## src/rtl/mem_stage.sv

```systemverilog
// rtl/mem_stage.sv - memory-access stage: byte/half/word loads and stores over a req/ack bus
// Optional feature macro: MEM_ALIGN_CHECK_EN traps misaligned accesses instead of issuing them.
module mem_stage (
  input  logic        clk,
  input  logic        rst,
  input  logic [4:0]  wd_i,
  input  logic        wreg_i,
  input  logic [31:0] wdata_i,
  input  logic        whilo_i,
  input  logic [31:0] hi_i,
  input  logic [31:0] lo_i,
  input  logic [3:0]  memop_i,
  input  logic [31:0] maddr_i,
  input  logic [31:0] sdata_i,
  output logic [4:0]  wd_o,
  output logic        wreg_o,
  output logic [31:0] wdata_o,
  output logic        whilo_o,
  output logic [31:0] hi_o,
  output logic [31:0] lo_o,
  output logic        stallreq_o,
  output logic        bus_req_o,
  output logic        bus_we_o,
  output logic [31:0] bus_addr_o,
  output logic [3:0]  bus_sel_o,
  output logic [31:0] bus_wdata_o,
  input  logic        bus_ack_i,
  input  logic [31:0] bus_rdata_i,
  output logic        align_err_o
);

  localparam logic [3:0] OP_LB  = 4'd1;
  localparam logic [3:0] OP_LBU = 4'd2;
  localparam logic [3:0] OP_LH  = 4'd3;
  localparam logic [3:0] OP_LHU = 4'd4;
  localparam logic [3:0] OP_LW  = 4'd5;
  localparam logic [3:0] OP_SB  = 4'd6;
  localparam logic [3:0] OP_SH  = 4'd7;
  localparam logic [3:0] OP_SW  = 4'd8;

  typedef enum logic [1:0] {IDLE, REQ, DONE} state_t;
  state_t state_q, state_d;

  logic        is_valid, is_store, load_q, misaligned, err_q;
  logic [3:0]  sel_d, op_q;
  logic [1:0]  off_q;
  logic [31:0] wdata_d, ldata_q, ext_d;
  logic [7:0]  rbyte;
  logic [15:0] rhalf;

  assign is_valid = (memop_i >= OP_LB) && (memop_i <= OP_SW);
  assign is_store = (memop_i >= OP_SB) && (memop_i <= OP_SW);
  assign load_q   = (op_q >= OP_LB) && (op_q <= OP_LW);

`ifdef MEM_ALIGN_CHECK_EN
  assign misaligned = (((memop_i == OP_LH) || (memop_i == OP_LHU) || (memop_i == OP_SH)) && maddr_i[0]) ||
                      (((memop_i == OP_LW) || (memop_i == OP_SW)) && (maddr_i[1:0] != 2'b00));
`else
  assign misaligned = 1'b0;
`endif
  assign align_err_o = err_q;

  // Big-endian lanes: address offset 0 is the most significant byte.
  always_comb begin
    sel_d   = 4'b1111;
    wdata_d = sdata_i;
    case (memop_i)
      OP_LB, OP_LBU, OP_SB: sel_d = 4'b1000 >> maddr_i[1:0];
      OP_LH, OP_LHU, OP_SH: sel_d = maddr_i[1] ? 4'b0011 : 4'b1100;
      default: ;
    endcase
    if (memop_i == OP_SB) wdata_d = {4{sdata_i[7:0]}};
    if (memop_i == OP_SH) wdata_d = {2{sdata_i[15:0]}};
  end

  always_comb begin
    case (off_q)
      2'd0:    rbyte = bus_rdata_i[31:24];
      2'd1:    rbyte = bus_rdata_i[23:16];
      2'd2:    rbyte = bus_rdata_i[15:8];
      default: rbyte = bus_rdata_i[7:0];
    endcase
    rhalf = off_q[1] ? bus_rdata_i[15:0] : bus_rdata_i[31:16];
    case (op_q)
      OP_LB:   ext_d = {{24{rbyte[7]}}, rbyte};
      OP_LBU:  ext_d = {24'd0, rbyte};
      OP_LH:   ext_d = {{16{rhalf[15]}}, rhalf};
      OP_LHU:  ext_d = {16'd0, rhalf};
      default: ext_d = bus_rdata_i;
    endcase
  end

  always_ff @(posedge clk or posedge rst) begin
    if (rst) begin
      state_q     <= IDLE;
      bus_req_o   <= 1'b0;
      bus_we_o    <= 1'b0;
      bus_addr_o  <= 32'd0;
      bus_sel_o   <= 4'd0;
      bus_wdata_o <= 32'd0;
      ldata_q     <= 32'd0;
      err_q       <= 1'b0;
      op_q        <= 4'd0;
      off_q       <= 2'd0;
    end else begin
      state_q <= state_d;
      err_q   <= 1'b0;
      case (state_q)
        IDLE: if (is_valid) begin
          op_q  <= memop_i;
          off_q <= maddr_i[1:0];
          if (misaligned) begin
            err_q <= 1'b1;
          end else begin
            bus_req_o   <= 1'b1;
            bus_we_o    <= is_store;
            bus_addr_o  <= {maddr_i[31:2], 2'b00};
            bus_sel_o   <= sel_d;
            bus_wdata_o <= wdata_d;
          end
        end
        REQ: if (bus_ack_i) begin
          bus_req_o <= 1'b0;
          ldata_q   <= ext_d;
        end
        default: ;
      endcase
    end
  end

  always_comb begin
    state_d    = state_q;
    stallreq_o = 1'b0;
    wd_o       = wd_i;
    wreg_o     = wreg_i;
    wdata_o    = wdata_i;
    whilo_o    = whilo_i;
    hi_o       = hi_i;
    lo_o       = lo_i;
    case (state_q)
      IDLE: if (is_valid) begin
        stallreq_o = 1'b1;
        state_d    = misaligned ? DONE : REQ;
      end
      REQ: begin
        stallreq_o = 1'b1;
        if (bus_ack_i) state_d = DONE;
      end
      DONE: begin
        state_d = IDLE;
        if (load_q) wdata_o = ldata_q;
        if (err_q)  wreg_o  = 1'b0;
      end
      default: state_d = IDLE;
    endcase
    // Nothing leaks toward MEM/WB while reset is held.
    if (rst) begin
      stallreq_o = 1'b0;
      wd_o       = 5'd0;
      wreg_o     = 1'b0;
      wdata_o    = 32'd0;
      whilo_o    = 1'b0;
      hi_o       = 32'd0;
      lo_o       = 32'd0;
    end
  end

endmodule
```

## config.mk

```make
export PLATFORM = sky130hd
export DESIGN_NAME = mem_stage
export DESIGN_NICKNAME = d
export VERILOG_FILES = /design/src/rtl/mem_stage.sv
export SDC_FILE = /design/constraint.sdc
export NUM_CORES = 1
export LEC_CHECK = 0
export ABC_AREA = 1
export CORE_AREA = 2 2 153 155
export DETAILED_ROUTE_END_ITERATION = 8
export DIE_AREA = 0 0 155 157
export GPL_ROUTABILITY_DRIVEN = 0
export GPL_TIMING_DRIVEN = 0
export PLACE_DENSITY_LB_ADDON = 0.1
export SYNTH_ARGS = -nofsm -noshare
export SYNTH_HDL_FRONTEND = slang
export SYNTH_SLANG_ARGS = --single-unit
```

## constraint.sdc

```tcl
create_clock -name clk -period 9.4 [get_ports clk]
set_input_delay 2.82 -clock clk [delete_from_list [all_inputs] [get_ports clk]]
set_output_delay 2.82 -clock clk [all_outputs]
set_load 0.01 [all_outputs]
```

== After elaboration in Yosys (flattened, before gate mapping) ==
Cells that the tools add are included.
Storage, ports and cells
  register bits: 108
  bits in latches: 0
  RAM bits: 0
  memory bits (read-only): 0
  memories kept: 0
Cells by class
  add/subtract/negate cells: 0
  $mul: 0
  div/mod/pow operators: 0
  order comparisons: 5
  equality and inequality tests: 16
  shift operators: 1
  multiplexer cells: 24
  bitwise logic cells: 0
  reductions and logical operators: 12
Operators with widths (count)
  32-bit two-way mux: 7
  32-bit one-hot mux with 4 select lines: 1
  8-bit one-hot mux with 3 select lines: 1
  4-bit by 2-bit equality test with 1-bit output, second input constant: 4
  4-bit by 3-bit equality test with 1-bit output, second input constant: 4
  16-bit two-way mux: 1
  4-bit by 1-bit equality test with 1-bit output, second input constant: 2
  4-bit by 1-bit greater-or-equal comparator with 1-bit output, second input constant: 2
  4-bit one-hot mux with 2 select lines: 1
  1-bit two-way mux: 6
  2-bit AND reduction: 3
  3-bit OR reduction: 2
  5-bit two-way mux: 1
  2-bit by 1-bit equality test with 1-bit output, second input constant: 2
  2-bit equality test, second input constant: 2
  4-bit by 3-bit greater-or-equal comparator with 1-bit output, second input constant: 1
  4-bit by 3-bit less-or-equal comparator with 1-bit output, second input constant: 1
  4-bit less-or-equal comparator, second input constant: 1
  2-bit logical NOT: 2
  2-bit two-way mux: 2
  4-bit two-way mux: 1
  2-bit inequality test, second input constant: 2
  1-bit one-hot mux with 2 select lines: 2
  2-bit one-hot mux with 2 select lines: 1
  4 further kinds: 6

== Depth between registers and ports, before layout ==
  depth in word-level cells: 5
  depth in mapped cells: 10
  gate-level depth less buffers: 9

== Least setup slack after synthesis ==
OpenSTA, ideal clock, no wires.
  kind: input-to-output
  from: in rst
  to: out wdata_o[25]
  arrival time: 7.142 ns
  data required time: 6.580 ns
  setup slack: -0.562 ns
  stages on the path: 5
  path buffers: 2
  path through: clkbuf_1 inv_1 clkbuf_1 o21ai_0 nor2_1
Between the ends
  word-level cells in the longest chain between the ends: 1
RTL lines
  start: declaration: line 5  | input logic rst,
  32-bit two-way mux: line 157  | if (rst) begin
  end: declaration: line 17  | output logic [31:0] wdata_o,
Every way passes these cells.

== Worst setup path in the final report ==
  from: in memop_i[1]
  to: out stallreq_o
Between the ends
  word-level cells in the longest chain between the ends: 5
RTL lines
  start: declaration: line 12  | input logic [3:0] memop_i,
  4-bit by 1-bit greater-or-equal comparator with 1-bit output or 4-bit less-or-equal comparator (tied branches): line 51  | assign is_valid = (memop_i >= OP_LB) && (memop_i <= OP_SW);
  1-bit logical AND (*): line 51
  1-bit two-way mux (*): line 141  | IDLE: if (is_valid) begin
  1-bit one-hot mux with 2 select lines (*): line 140  | case (state_q)
  1-bit two-way mux (*): line 157
  end: declaration: line 21  | output logic stallreq_o,
Mark *: on every way between the ends. The rest lies on a longest branch, timed or not.

==> results.sh <==
export IMPL_reg2reg_from="off_q[0]$_DFFE_PP0P_"
export IMPL_comb_power_share_pct=51.3
export IMPL_min_to="ldata_q[2]$_DFFE_PP0P_"
export IMPL_clock_latency_ns=0.37
export IMPL_yosys_area_top_type="dfrtp_1"
export IMPL_dr_first_iter_drc_count=471
export IMPL_clock_sinks=108
export IMPL_netSwitchingPower_mw=1.04
export IMPL_final_cells=1738
export IMPL_yosys_area_top_type_share_pct=40.4
export IMPL_layout_setup_ws_ns=1.59
export IMPL_power_leakage_nw=5.66
export IMPL_path_clk_slew_ns=0.08
export IMPL_min_period_ns=7.81
export IMPL_dp_cells=1722
export IMPL_hold_class="flop to flop"
export IMPL_ctsResizeCount=0
export IMPL_wl_per_cell_um=15.2
export IMPL_area_delta_synth_final_pct=67.4
export IMPL_fin_area_mm2=0.0112
export IMPL_synthesis_area_mm2=0.00668
export IMPL_cts_tree="built"
export IMPL_cellPowerDensity_mw_per_mm2=231
export IMPL_die_x_um=155
export IMPL_setup_tns_ns=0
export IMPL_crit_path_start_kind="input port"
export IMPL_min_delay_start="ldata_q[2]$_DFFE_PP0P_"
export IMPL_min_path_cells=2
export IMPL_core_mm2=0.0225
export IMPL_diodes=0
export IMPL_drive_gt1_share_pct=6.13
export IMPL_die_h_um=157
export IMPL_root_buffer="clkbuf_16"
export IMPL_rsz0062_at_grt="false"
export IMPL_num_rows=55
export IMPL_yosysUniqueCellTypes=25
export IMPL_drt_total_wl_um=26400
export IMPL_drc=0
export IMPL_grt_pass1_vias=7286
export IMPL_grt_pass1_wl_um=40000
export IMPL_io_buffers=376
export IMPL_slew_limit_headroom_pct=54.1
export IMPL_finish_utilization_pct=49.7
export IMPL_ys_seq_elements=108
export IMPL_ir_drop_mv=0.152
export IMPL_fin_crit_sh_pct=83.1
export IMPL_intPower_mw=1.54
export IMPL_via_per_inst=4.38
export IMPL_netlist_instances=1058
export IMPL_nets=1654
export IMPL_r2r_end="ldata_q[14]$_DFFE_PP0P_"
export IMPL_ctsHoldBuffers=0
export IMPL_grt_overflow_total=0
export IMPL_finalHoldViolCount=0
export IMPL_clk_path_buf_depth=2
export IMPL_routed_via_count=7618
export IMPL_tightest_slew_ns=0.689
export IMPL_post_cts_buffers=0
export IMPL_ioPinCount=381
export IMPL_htree_num_levels=3
export IMPL_power_frac_seq_pct=32.1
export IMPL_setup_viol=0
export IMPL_antenna_found_initial=0
export IMPL_cp_max_fo=10
export IMPL_finalPower_mw=2.58
export IMPL_ant_nets=0
export IMPL_grt_max_degree=109
export IMPL_reg2reg_slack_ns=7.77
export IMPL_skew_ns=0.0148
export IMPL_place_ws_ns=1.48
export IMPL_synth_area_leaders="dfrtp_1, nand2_1, nor2_1, inv_1, o21ai_0"
export IMPL_fmax_mhz=128
export IMPL_clockPowerShare_pct=16.6
export IMPL_dp_hpwl_um=21000
export IMPL_required_ns=6.58
export IMPL_grt_usage_pct=20.9
export IMPL_die_area_mm2=0.0243
export IMPL_initial_core_util_pct=29.7
export IMPL_outcome="completed"
export IMPL_numCtsBuffers=9
export IMPL_slew_viol_final=0
export IMPL_critPathKind="input port to output pin"
export IMPL_first_pass_iters=6
export IMPL_fin_hold_ws_ns=0.479
export IMPL_ys_warn_count=0
export IMPL_ys_seq_area_share_pct=40.4
export IMPL_critPathCaptureType="output pin"
export IMPL_startpoint="memop_i[1]"
export IMPL_dpl_instance_area_mm2=0.0108
export IMPL_synth_avg_cell_area_um2=6.32
export IMPL_cap_violations=0
export IMPL_switching_share_pct=40.3
export IMPL_rr_worst_depth=8
export IMPL_arrival_ns=4.99
layer usage:
layer  share of wire, %  vias up  track usage (%)
li1                   -     3952                -
met1                 44     3362             27.3
met2                 47      279             34.8
met3                7.8       25             6.17
met4                1.2        0             3.79
met5                  0        -                0
worst max-delay path, stage by stage:
cell and delay, ns:
clkdlybuf4s50_1 0.48, nor2_1 0.15, nand2_1 0.08, nand2_1 0.08
nand3_2 0.20, buf_2 0.28, buf_6 0.17, a21oi_1 0.12
clkdlybuf4s50_1 0.61
power by group through the flow:
| stage | Sequential, mW | Combinational [mW] | Clock (mW) |
|---|---|---|---|
| floorplan | 0.874 | 0.621 | 0 |
| global placement | 0.829 | 1.33 | 0 |
| detailed placement | 0.830 | 1.33 | 0 |
| CTS | 0.829 | 1.34 | 0.441 |
| global route | 0.858 | 1.47 | 0.460 |
| finish | 0.828 | 1.32 | 0.428 |
sequential cells by signal, indices dropped and copies added (netlist names):
name,cells
off_q,2
bus_sel_o,4
op_q,4
bus_wdata_o,32
bus_addr_o,30
ldata_q,32
bus_req_o,1
state_q,2
bus_we_o,1
cells in the final DEF, fill, tap and decap left out, drive strengths merged:
| cell | count |
|---|---|
| a21oi | 12 |
| a22oi | 1 |
| buf | 31 |
| bufinv | 1 |
| clkbuf | 36 |
| clkdlybuf4s50 | 376 |
| clkinv | 6 |
| conb | 3 |
| dfrtp | 108 |
| inv | 141 |
| nand2 | 383 |
| nand3 | 72 |
| nor2 | 187 |
| o21ai | 78 |
| o21bai | 1 |
| or2 | 17 |
synthesized netlist by cell type (all sizes together):
library cell  instances
nand2               383
nor2                187
inv                 138
dfrtp               108
o21ai                78
nand3                72
buf                  30
clkbuf               27
or2                  17
a21oi                12
clkinv                3
a22oi                 1
conb                  1
o21bai                1
layout make-up:
type	instances	area [um^2]
tap	285	357
buffer	57	310
fill	2323	11300
timing repair buffer	377	3790
multi-input combinational	754	3160
clock buffer	9	225
sequential	108	2700
inverter	141	529
clock inverter	7	113
logic make-up (layout without fill, tap and decap cells):
logic type / Yosys count / count (layout) / synth area share [%]
AO/OA/AOI/OAI: 92 / 92 / 7.14
buffers and inverters: 198 / 591 / 12.4
AND/OR/NAND/NOR: 659 / 659 / 39.9
other: 1 / 3 / 0.0561
flip-flops: 108 / 108 / 40.4
how the worst max path moves through the flow:
stage | slack [ns] | to | depth (start not counted)
after CTS | 1.47 | wdata_o[26] | 7
final | 1.59 | stallreq_o | 9
after floorplan | 1.36 | wdata_o[25] | 5
after detailed placement | 1.48 | wdata_o[26] | 7
after global placement | -0.44 | wdata_o[25] | 6
after global routing | 1.30 | wdata_o[26] | 7
No activity file was read; power rests on OpenSTA's default activity.
